**src/rtl/motor_pwm_drive.sv**
```systemverilog
// rtl/motor_pwm_drive.sv - two-channel H-bridge PWM driver with dead time and heartbeat watchdog
module motor_pwm_drive #(
    parameter int PWM_BITS    = 8,
    parameter int PRESCALE    = 20,
    parameter int DEAD_CYCLES = 1000,
    parameter int WDT_CYCLES  = 10000000
) (
    input  logic        ps_clko,
    input  logic        ps_nrst,
    input  logic [31:0] cmd,
    output logic [1:0]  pwm_en,
    output logic [1:0]  pwm_dir,
    output logic        fault,
    output logic [31:0] status
);

    localparam int PS_W   = (PRESCALE > 1) ? $clog2(PRESCALE) : 1;
    localparam int DEAD_W = $clog2(DEAD_CYCLES + 1);
    localparam int WDT_W  = $clog2(WDT_CYCLES + 1);

    typedef enum logic [1:0] {
        ST_STOP = 2'd0,
        ST_RUN  = 2'd1,
        ST_DEAD = 2'd2
    } state_t;

    logic [31:0]         cmd_r;
    logic [PS_W-1:0]     presc;
    logic [PWM_BITS-1:0] pwm_cnt;
    logic [WDT_W-1:0]    wdt;
    logic                hb_prev;
    logic                tick;
    logic                boundary;
    logic                enable;
    logic                heartbeat;
    logic [3:0]          st_all;
    logic [7:0]          cnt_hi;
    logic                unused_bits;

    assign enable      = cmd_r[31];
    assign heartbeat   = cmd_r[30];
    assign tick        = (presc == PS_W'(PRESCALE - 1));
    assign boundary    = tick && (pwm_cnt == '1);
    assign unused_bits = ^cmd_r;

    // Shared timebase for both channels; boundary marks the start of a new PWM period.
    always_ff @(posedge ps_clko or negedge ps_nrst) begin
        if (!ps_nrst) begin
            presc   <= '0;
            pwm_cnt <= '0;
        end else if (tick) begin
            presc   <= '0;
            pwm_cnt <= pwm_cnt + 1'b1;
        end else begin
            presc   <= presc + 1'b1;
        end
    end

    // A heartbeat edge arriving together with expiry reloads first, so no fault is raised.
    always_ff @(posedge ps_clko or negedge ps_nrst) begin
        if (!ps_nrst) begin
            cmd_r   <= '0;
            hb_prev <= 1'b0;
            wdt     <= WDT_W'(WDT_CYCLES);
            fault   <= 1'b0;
        end else begin
            cmd_r   <= cmd;
            hb_prev <= heartbeat;
            if (!enable) begin
                wdt   <= WDT_W'(WDT_CYCLES);
                fault <= 1'b0;
            end else if (heartbeat != hb_prev) begin
                wdt   <= WDT_W'(WDT_CYCLES);
            end else if (wdt <= WDT_W'(1)) begin
                wdt   <= '0;
                fault <= 1'b1;
            end else begin
                wdt   <= wdt - 1'b1;
            end
        end
    end

    genvar ch;
    for (ch = 0; ch < 2; ch++) begin : g_ch
        state_t              state;
        logic [PWM_BITS-1:0] duty_act;
        logic [DEAD_W-1:0]   dead_cnt;
        logic                dir_q;
        logic [PWM_BITS-1:0] duty_cmd;
        logic                dir_cmd;

        assign duty_cmd = cmd_r[16*ch +: PWM_BITS];
        assign dir_cmd  = cmd_r[16*ch + 8];

        // Direction only ever changes on DEAD exit, when the enable pin has been low for DEAD_CYCLES.
        always_ff @(posedge ps_clko or negedge ps_nrst) begin
            if (!ps_nrst) begin
                state    <= ST_STOP;
                duty_act <= '0;
                dead_cnt <= '0;
                dir_q    <= 1'b0;
            end else begin
                case (state)
                    ST_STOP: begin
                        if (dir_cmd != dir_q) begin
                            state    <= ST_DEAD;
                            dead_cnt <= DEAD_W'(DEAD_CYCLES);
                        end else if (enable && !fault && boundary) begin
                            state    <= ST_RUN;
                            duty_act <= duty_cmd;
                        end
                    end
                    ST_RUN: begin
                        if (!enable || fault) begin
                            state <= ST_STOP;
                        end else if (boundary) begin
                            if (dir_cmd != dir_q) begin
                                state    <= ST_DEAD;
                                dead_cnt <= DEAD_W'(DEAD_CYCLES);
                            end else begin
                                duty_act <= duty_cmd;
                            end
                        end
                    end
                    ST_DEAD: begin
                        dead_cnt <= dead_cnt - 1'b1;
                        if (dead_cnt == DEAD_W'(1)) begin
                            dir_q <= dir_cmd;
                            state <= ST_STOP;
                        end
                    end
                    default: state <= ST_STOP;
                endcase
            end
        end

        assign pwm_en[ch]          = (state == ST_RUN) && (pwm_cnt < duty_act);
        assign pwm_dir[ch]         = dir_q;
        assign st_all[2*ch +: 2]   = state;
    end

    if (PWM_BITS >= 8) begin : g_cnt_hi
        assign cnt_hi = pwm_cnt[PWM_BITS-1 -: 8];
    end else begin : g_cnt_pad
        assign cnt_hi = 8'(pwm_cnt) << (8 - PWM_BITS);
    end

    assign status = {16'b0, cnt_hi, 3'b0, fault, st_all};

endmodule

```
**config.mk**
```make
export PLATFORM = sky130hd
export DESIGN_NAME = motor_pwm_drive
export DESIGN_NICKNAME = d
export VERILOG_FILES = /design/src/rtl/motor_pwm_drive.sv
export SDC_FILE = /design/constraint.sdc
export NUM_CORES = 1
export LEC_CHECK = 0
export ABC_AREA = 1
export CAP_MARGIN = 25
export CORE_MARGIN = 10
export CORE_UTILIZATION = 37
export DETAILED_ROUTE_END_ITERATION = 16
export MAX_ROUTING_LAYER = met4
export PLACE_DENSITY_LB_ADDON = 0.05
export SETUP_SLACK_MARGIN = 0.02
export SLEW_MARGIN = 10
export SYNTH_ARGS = -nofsm -noshare
export SYNTH_HDL_FRONTEND = slang
export SYNTH_SLANG_ARGS = --single-unit
```
**constraint.sdc**
```tcl
create_clock -name ps_clko -period 1.67 [get_ports ps_clko]
set_input_delay 0.4175 -clock ps_clko [delete_from_list [all_inputs] [get_ports ps_clko]]
set_output_delay 0.4175 -clock ps_clko [all_outputs]
set_load 0.02 [all_outputs]
```
==> Flow_metrics.wiki <==
{| class="wikitable"
! Metric !! Value
|-
| Cell area power density || 1070 nW/µm²
|-
| Clk slew on worst S/H paths || 0.07 ns
|-
| Max-capacitance violation count || 0
|-
| Std-Cell Rows || 44
|-
| Sequential Power Share || 40.7%
|-
| Post-Synth XOR/XNOR Area || 4.03%
|-
| Nets@finish || 857
|-
| Setup WS pre-CTS || -0.634 ns
|-
| Arrival time reported for the critical path endpoint || 1.71 ns
|-
| Basic-gate share of the synthesized area counting and, or, nand and nor cells || 28.1%
|-
| Class of the most critical setup path || reg2out
|-
| Fraction of the core area covered by cells at the end of the flow || between 50% and 60%
|-
| Die area || 19900 µm²
|-
| Slew Limit Headroom || 63.9%
|-
| Worst setup path start || cnt_hi[6]
|-
| Share of Yosys cell area claimed by the top area cell type || 42.8%
|-
| CTS Buf Count || 9
|-
| Pwr Total || ~8000 µW
|-
| Final hold violation count || 0
|-
| Count of antenna diodes in the layout || 0
|-
| Critical path, cell by cell || ha_1 -> nand2_1 -> nor2_1 -> a211oi_2 -> nand2_2 -> nor2_4 -> buf_6
|-
| Kind of cell with the highest combined delay on the critical path || flip-flops
|-
| Switching part of the total || 35.1%
|-
| Shortest clock period the worst path allows after layout || 2.13 ns
|-
| Via count of the first global-routing pass || 4560
|-
| Multiplexer fraction of the synthesized cell area || 0%
|-
| Fmax || between 0.4 and 0.5 GHz
|-
| Number of sinks driven by the clock tree || 101
|-
| Main combinational cell family by area after synthesis || simple AND/OR/NAND/NOR gates
|-
| Setup WS post-layout || -0.459 ns
|-
| Library cells used by synthesis || 36
|-
| Max rail drop VDD || ~0.00073 V
|-
| Cell area after synthesis || 5430 µm²
|-
| WL final || 13.4 mm
|-
| Share of the clock period used by the worst path || 127%
|-
| Warning count from the yosys run || 0
|-
| Overall global routing resource usage || 13.9%
|-
| Master of the slowest instance on the critical path || dfrtp_2
|-
| Nature of the critical path endpoint || primary output
|-
| Final weighted congestion of routability-driven global placement || 0.868
|-
| Deepest clock path buffer count || 2
|-
| Clock tree from TritonCTS || built
|-
| Number of antenna violations at the first check in global routing || 0
|-
| Transition time of the tightest slew-check pin || 0.538 ns
|-
| CP Launch Type || flip-flop
|-
| Iter 0 DRT Violations || around 200
|-
| Wire length of the first global-routing pass || 22.1 mm
|-
| Worst Min Path Start || cmd_r[30]
|-
| Syn Inst Count || around 670
|-
| Cell type with the largest total area after synthesis || dfrtp_1
|-
| ANT nets after route || 0
|-
| First-pass detailed-route iteration total || 4
|-
| Number of fillers in the final layout || about 1400
|-
| Width of the die || ~140 µm
|-
| Part of the Yosys area used for sequential elements || 46.7%
|-
| Growth of design area from synthesis to finish || 36.6%
|-
| Status || finished, violations left
|-
| Filler-free cell count of the finished design || a little under 1000
|-
| Die span in y || roughly 140 µm
|-
| Pint || 5150 µW
|-
| Placed Cells incl. Taps || 959
|-
| Number of placed I/O pins || around 70
|-
| Violated checks || negative setup slack
|-
| Leftover overflow at the end of global routing || 0
|-
| Logic gate share of total power || 32.0%
|-
| Via-per-instance ratio || between 4 and 5
|-
| Count of buffers from port buffering || 39
|-
| Critical R2R Launch || cnt_hi[1]
|-
| Type of the worst min-delay path || reg2reg
|-
| Number of buffers and inverters on the critical path || 1
|-
| Routed wire per std cell || 13.5 µm
|-
| Number of register bits inferred by synthesis || 101
|-
| H-tree Lvls || 3
|-
| Clock latency on the worst-skew pair || 0.35 ns
|-
| Initial Util || 37.5%
|-
| Maximum number of pins on one net before global-route repair || 29
|-
| DRC Markers || 0
|-
| Number of setup violations in the final report || 42
|-
| CTS root buf || clkbuf_16
|-
| Via count || 4551
|-
| Static Leakage || between 0.003 and 0.004 µW
|-
| Share of final-layout standard cells stronger than drive strength 1 || 28.9%
|-
| Unrepaired setup endpoints after global routing || true
|-
| Core box area || 14500 µm²
|-
| Cell types occupying the most area after synthesis || dfrtp_1 43%, nand2_1 11%, nor2_1 6.4%
|-
| Final HPWL from detailed placement || 9.83 mm
|-
| Mean instance size in the synthesized netlist || a little over 8 µm²
|-
| Clock share of power || 27.2%
|-
| Data required time at the worst endpoint || 1.25 ns
|-
| Maximum fanout along the worst path || 4
|-
| Final number of max-transition violations || 0
|-
| Synth Area in Adders || about 5.1%
|-
| Final worst clock skew || 0.00723 ns
|-
| Peak per-stage delay on the critical path || roughly 0.45 ns
|-
| Reported net switching power || 2790 µW
|-
| Synth Area in Compound Gates || 6.43%
|}
## cell families after synthesis
| group | count (synthesis) |
|---|---|
| other | 1 |
| XOR/XNOR | 25 |
| buffers and inverters | 113 |
| AO/OA/AOI/OAI | 56 |
| AND/OR/NAND/NOR | 349 |
| adder cells (fa/ha/maj) | 22 |
| flip-flops | 101 |
## sequential cells by signal, indices dropped and copies added, names as in the netlist
signal and cells:
cmd_r 20, cnt_hi 8, fault 1, g_ch.dead_cnt 20, g_ch.dir_q 2, g_ch.duty_act 16, g_ch.state 4, hb_prev 1
presc 5, wdt 24
## cells in the mapped netlist, drive strengths merged
library cell and number:
nand2 166, nor2 97, dfrtp 93, inv 87, nand3 56, o21ai 39
buf 24, ha 22, nand4 15, xor2 15, a21oi 10, xnor2 10
dfstp 8, nor3 6, or2 6, a211oi 2, clkinv 2, o21bai 2
a21boi 1, a31oi 1, and3 1, conb 1, nand3b 1, nor3b 1
o31ai 1
## final timing paths
check,slack (ns),depth (start not counted),end
hold / removal,0.40,0,hb_prev
setup reg to reg,-0.19,10,g_ch[0].dead_cnt[6]
max in group asynchronous,0.58,3,wdt[12]
min in group asynchronous,0.51,2,g_ch[1].dead_cnt[6]
setup / recovery,-0.46,7,pwm_en[1]
hold reg to reg,0.40,0,hb_prev
## layout make-up
type | instances | area (µm²) | area share, %
well taps | 184 | 230 | 3.10
inverters | 89 | 339 | 4.57
repair buffers | 127 | 1120 | 15.1
clock inverters | 4 | 55.1 | 0.742
multi-input cells | 473 | 2880 | 38.8
flip-flops and latches | 101 | 2550 | 34.3
clock buffers | 12 | 246 | 3.32
## metal layers
metal  up-vias  GRT usage (%)  wire length (µm)
met5         -              -                 0
met4         0           4.02               201
met3        15           3.49               485
met2        59           22.0              6520
met1      2128           17.1              6210
li1       2349              -                 -
## through the flow
step | instance area (µm²) | hold WS [ns] | TNS [ns]
floorplan | 5570 | 0.122 | -0.0809
global placement | 6610 | 0.343 | -3.78
detailed placement | 6610 | 0.349 | -3.84
CTS | 7110 | 0.402 | -3.12
global route | 7420 | 0.408 | -8.90
finish | 7420 | 0.398 | -5.24
## layout by cell type (no fill, tap or decap), types with 8 or more instances in the layout
master / Yosys / final
ha_1: 22 / 12
clkdlybuf4s50_1: 0 / 20
inv_1: 86 / 85
nor2_1: 92 / 86
buf_6: 1 / 15
dfrtp_1: 93 / 86
o21ai_0: 30 / 10
conb_1: 1 / 19
dfstp_2: 8 / 8
clkbuf_16: 0 / 9
nand3_1: 51 / 45
ha_4: 0 / 9
o21ai_2: 8 / 16
nand4_1: 15 / 15
o21ai_1: 1 / 13
nand2_1: 163 / 130
xor2_1: 15 / 15
nand2_2: 3 / 27
xnor2_1: 10 / 10
buf_4: 23 / 73
## timing repair
action	in CTS	in global routing
gates resized for setup	90	82
gates cloned	2	0
hold buffers	1	0
setup endpoints to repair	55	70
hold endpoints to repair	13	0
pin swaps	11	27
setup buffers	9	4
## power groups by stage
stage               Sequential (µW)  Clock (µW)  Combinational, µW
floorplan                      3180           0               1540
global placement               3220           0               2180
detailed placement             3230           0               2230
CTS                            3190        2250               2360
global route                   3290        2310               2930
finish                         3230        2160               2540
(Power assumes the default switching activity.)
==> RTL change, RTL diff (same settings) <==
Make the reset (`ps_nrst`) synchronous in 3 clocked blocks.
--- a/src/rtl/motor_pwm_drive.sv
+++ b/src/rtl/motor_pwm_drive.sv
@@ -45,5 +45,5 @@
 
     // Shared timebase for both channels; boundary marks the start of a new PWM period.
-    always_ff @(posedge ps_clko or negedge ps_nrst) begin
+    always_ff @(posedge ps_clko) begin
         if (!ps_nrst) begin
             presc   <= '0;
@@ -58,5 +58,5 @@
 
     // A heartbeat edge arriving together with expiry reloads first, so no fault is raised.
-    always_ff @(posedge ps_clko or negedge ps_nrst) begin
+    always_ff @(posedge ps_clko) begin
         if (!ps_nrst) begin
             cmd_r   <= '0;
@@ -94,5 +94,5 @@
 
         // Direction only ever changes on DEAD exit, when the enable pin has been low for DEAD_CYCLES.
-        always_ff @(posedge ps_clko or negedge ps_nrst) begin
+        always_ff @(posedge ps_clko) begin
             if (!ps_nrst) begin
                 state    <= ST_STOP;
Check against the original RTL: differs if ps_nrst is asserted again (counterexample within 4 cycles, from zero or initial values and one cycle with ps_nrst low); with ps_nrst held inactive, the same outputs for 10 cycles.
==> RTL change against the original RTL <==
- the run still ends with negative setup slack left
- hold slack worse by 0.0084 ns
- cell area is 8.8% lower
- power is 14% lower
- synthesized cell count is 11% higher
- global-route usage is 0.25 points lower
- register-to-register slack better by 0.03 ns
- routed wire length is 6.4% lower
- synthesized area is 4.5% lower
- sequential cell count stayed put
- non-clock buffer count is 33 lower
- first-iteration DRC count is 17% higher
- sequential share of layout area is 4.1 points lower
- setup slack better by 0.14 ns
==> RTL change: results <==
metrics = {
    "placement": {
        "postPlaceCellArea_um2": 6030,
        "finalWeightedCongestion": 0.854,
        "place_hpwl_mm": 9.00,
        "pre_cts_slack_ns": -0.508,
    },
    "critical_path": {
        "worstReg2RegStart": "cnt_hi[1]",
        "critPathMaxStageDelay_ns": 0.40,
        "r2r-end": "g_ch[0].duty_act[3]",
        "worstPathMaxFanout": 3,
        "reg2reg_slack_ns": -0.16,
        "cp_slowest_cell": "dfxtp_2",
        "r2r_cells": 9,
    },
    "timing": {
        "setup_tns_ns": -3.49,
        "fin_worst_skew_ns": 0.00642,
        "setup_ws_ns": -0.318,
        "setup_viol": 38,
        "max_slew_margin": 0.610,
    },
    "logic_synthesis": {
        "synthArstFlopShare": 0,
        "synth.top_cells.by_area": "dfxtp_1 (39%), nand2_1 (12%), inv_1 (7.7%)",
        "seq_area_frac_synth": 0.390,
        "synth.avg_cell_area_um2": 7.01,
        "synthDistinctLibCells": 39,
        "ys_top_cells_by_count": "nand2_1 (166), inv_1 (106), dfxtp_1 (101)",
        "ys.flop_type": "dfxtp_1",
    },
    "cells_and_area": {
        "drive_gt1_frac": 0.215,
        "fillers": 1392,
        "final_nets": 888,
        "fin_area_um2": 6770,
    },
    "routing": {
        "drt_wl_total_mm": 12.6,
        "wl_per_cell_um": 12.3,
        "drt_iter0_drc": 235,
        "vias": 4695,
    },
    "cts": {
        "cts_resized": 63,
        "cts_setup_buffers": 4,
        "holdBufCountCts": 0,
    },
    "run_status": {
        "status": "finished, violations left",
        "violations": "negative setup slack",
    },
    "global_routing": {
        "grt_pass1_vias": 4495,
        "grt_start_max_net_pins": 50,
        "grt_pass1_wl_mm": 21.6,
    },
    "worst_hold_path": {
        "hold_depth": 3,
        "worstHoldPathType": "input pin to flip-flop",
        "worstHoldStart": "ps_nrst",
    },
    "power": {
        "swShare": 0.324,
    },
}
## RTL change: power by group through the flow
stage | clock network, mW | registers [mW] | logic, mW
final | 2.29 | 2.74 | 1.83
after detailed placement | 0 | 2.79 | 1.69
after global routing | 2.45 | 2.76 | 2.09
after floorplan | 0 | 2.81 | 1.20
after global placement | 0 | 2.79 | 1.67
after CTS | 2.37 | 2.74 | 1.77
## RTL change: how the worst max path moves through the flow
| stage | start | endpoint | slack, ns | cells after the start |
|---|---|---|---|---|
| after floorplan | cnt_hi[2] | pwm_en[0] | 0.02 | 4 |
| after global placement | cnt_hi[1] | pwm_en[0] | -0.52 | 7 |
| after detailed placement | cnt_hi[1] | pwm_en[0] | -0.51 | 7 |
| after CTS | cnt_hi[1] | pwm_en[0] | -0.39 | 7 |
| after global routing | cnt_hi[5] | pwm_en[0] | -0.41 | 5 |
| final | cnt_hi[5] | pwm_en[0] | -0.32 | 5 |
## RTL change: final cells by class
type | instances | share of cell area
multi-input cells | 513 | 0.431
flip-flops and latches | 101 | 0.302
repair buffers | 94 | 0.121
well taps | 180 | 0.0333
inverters | 113 | 0.0642
clock buffers | 11 | 0.0359
clock inverters | 5 | 0.0120
## RTL change: per-layer routing
layer,up-vias,GRT usage,share of wire
li1,2493,-,-
met1,2142,0.173,0.49
met2,54,0.207,0.46
met3,6,0.0425,0.040
met4,0,0.0294,0.0066
met5,-,-,0
## RTL change: cell families (layout without fill, tap and decap cells)
logic type | Yosys count | count (layout) | share of synthesized area
AND/OR/NAND/NOR | 362 | 363 | 0.310
XOR/XNOR | 12 | 12 | 0.0203
adder cells (fa/ha/maj) | 22 | 22 | 0.0530
AO/OA/AOI/OAI | 96 | 97 | 0.101
buffers and inverters | 146 | 223 | 0.125
flip-flops | 101 | 101 | 0.390
other | 1 | 19 | 0.000723
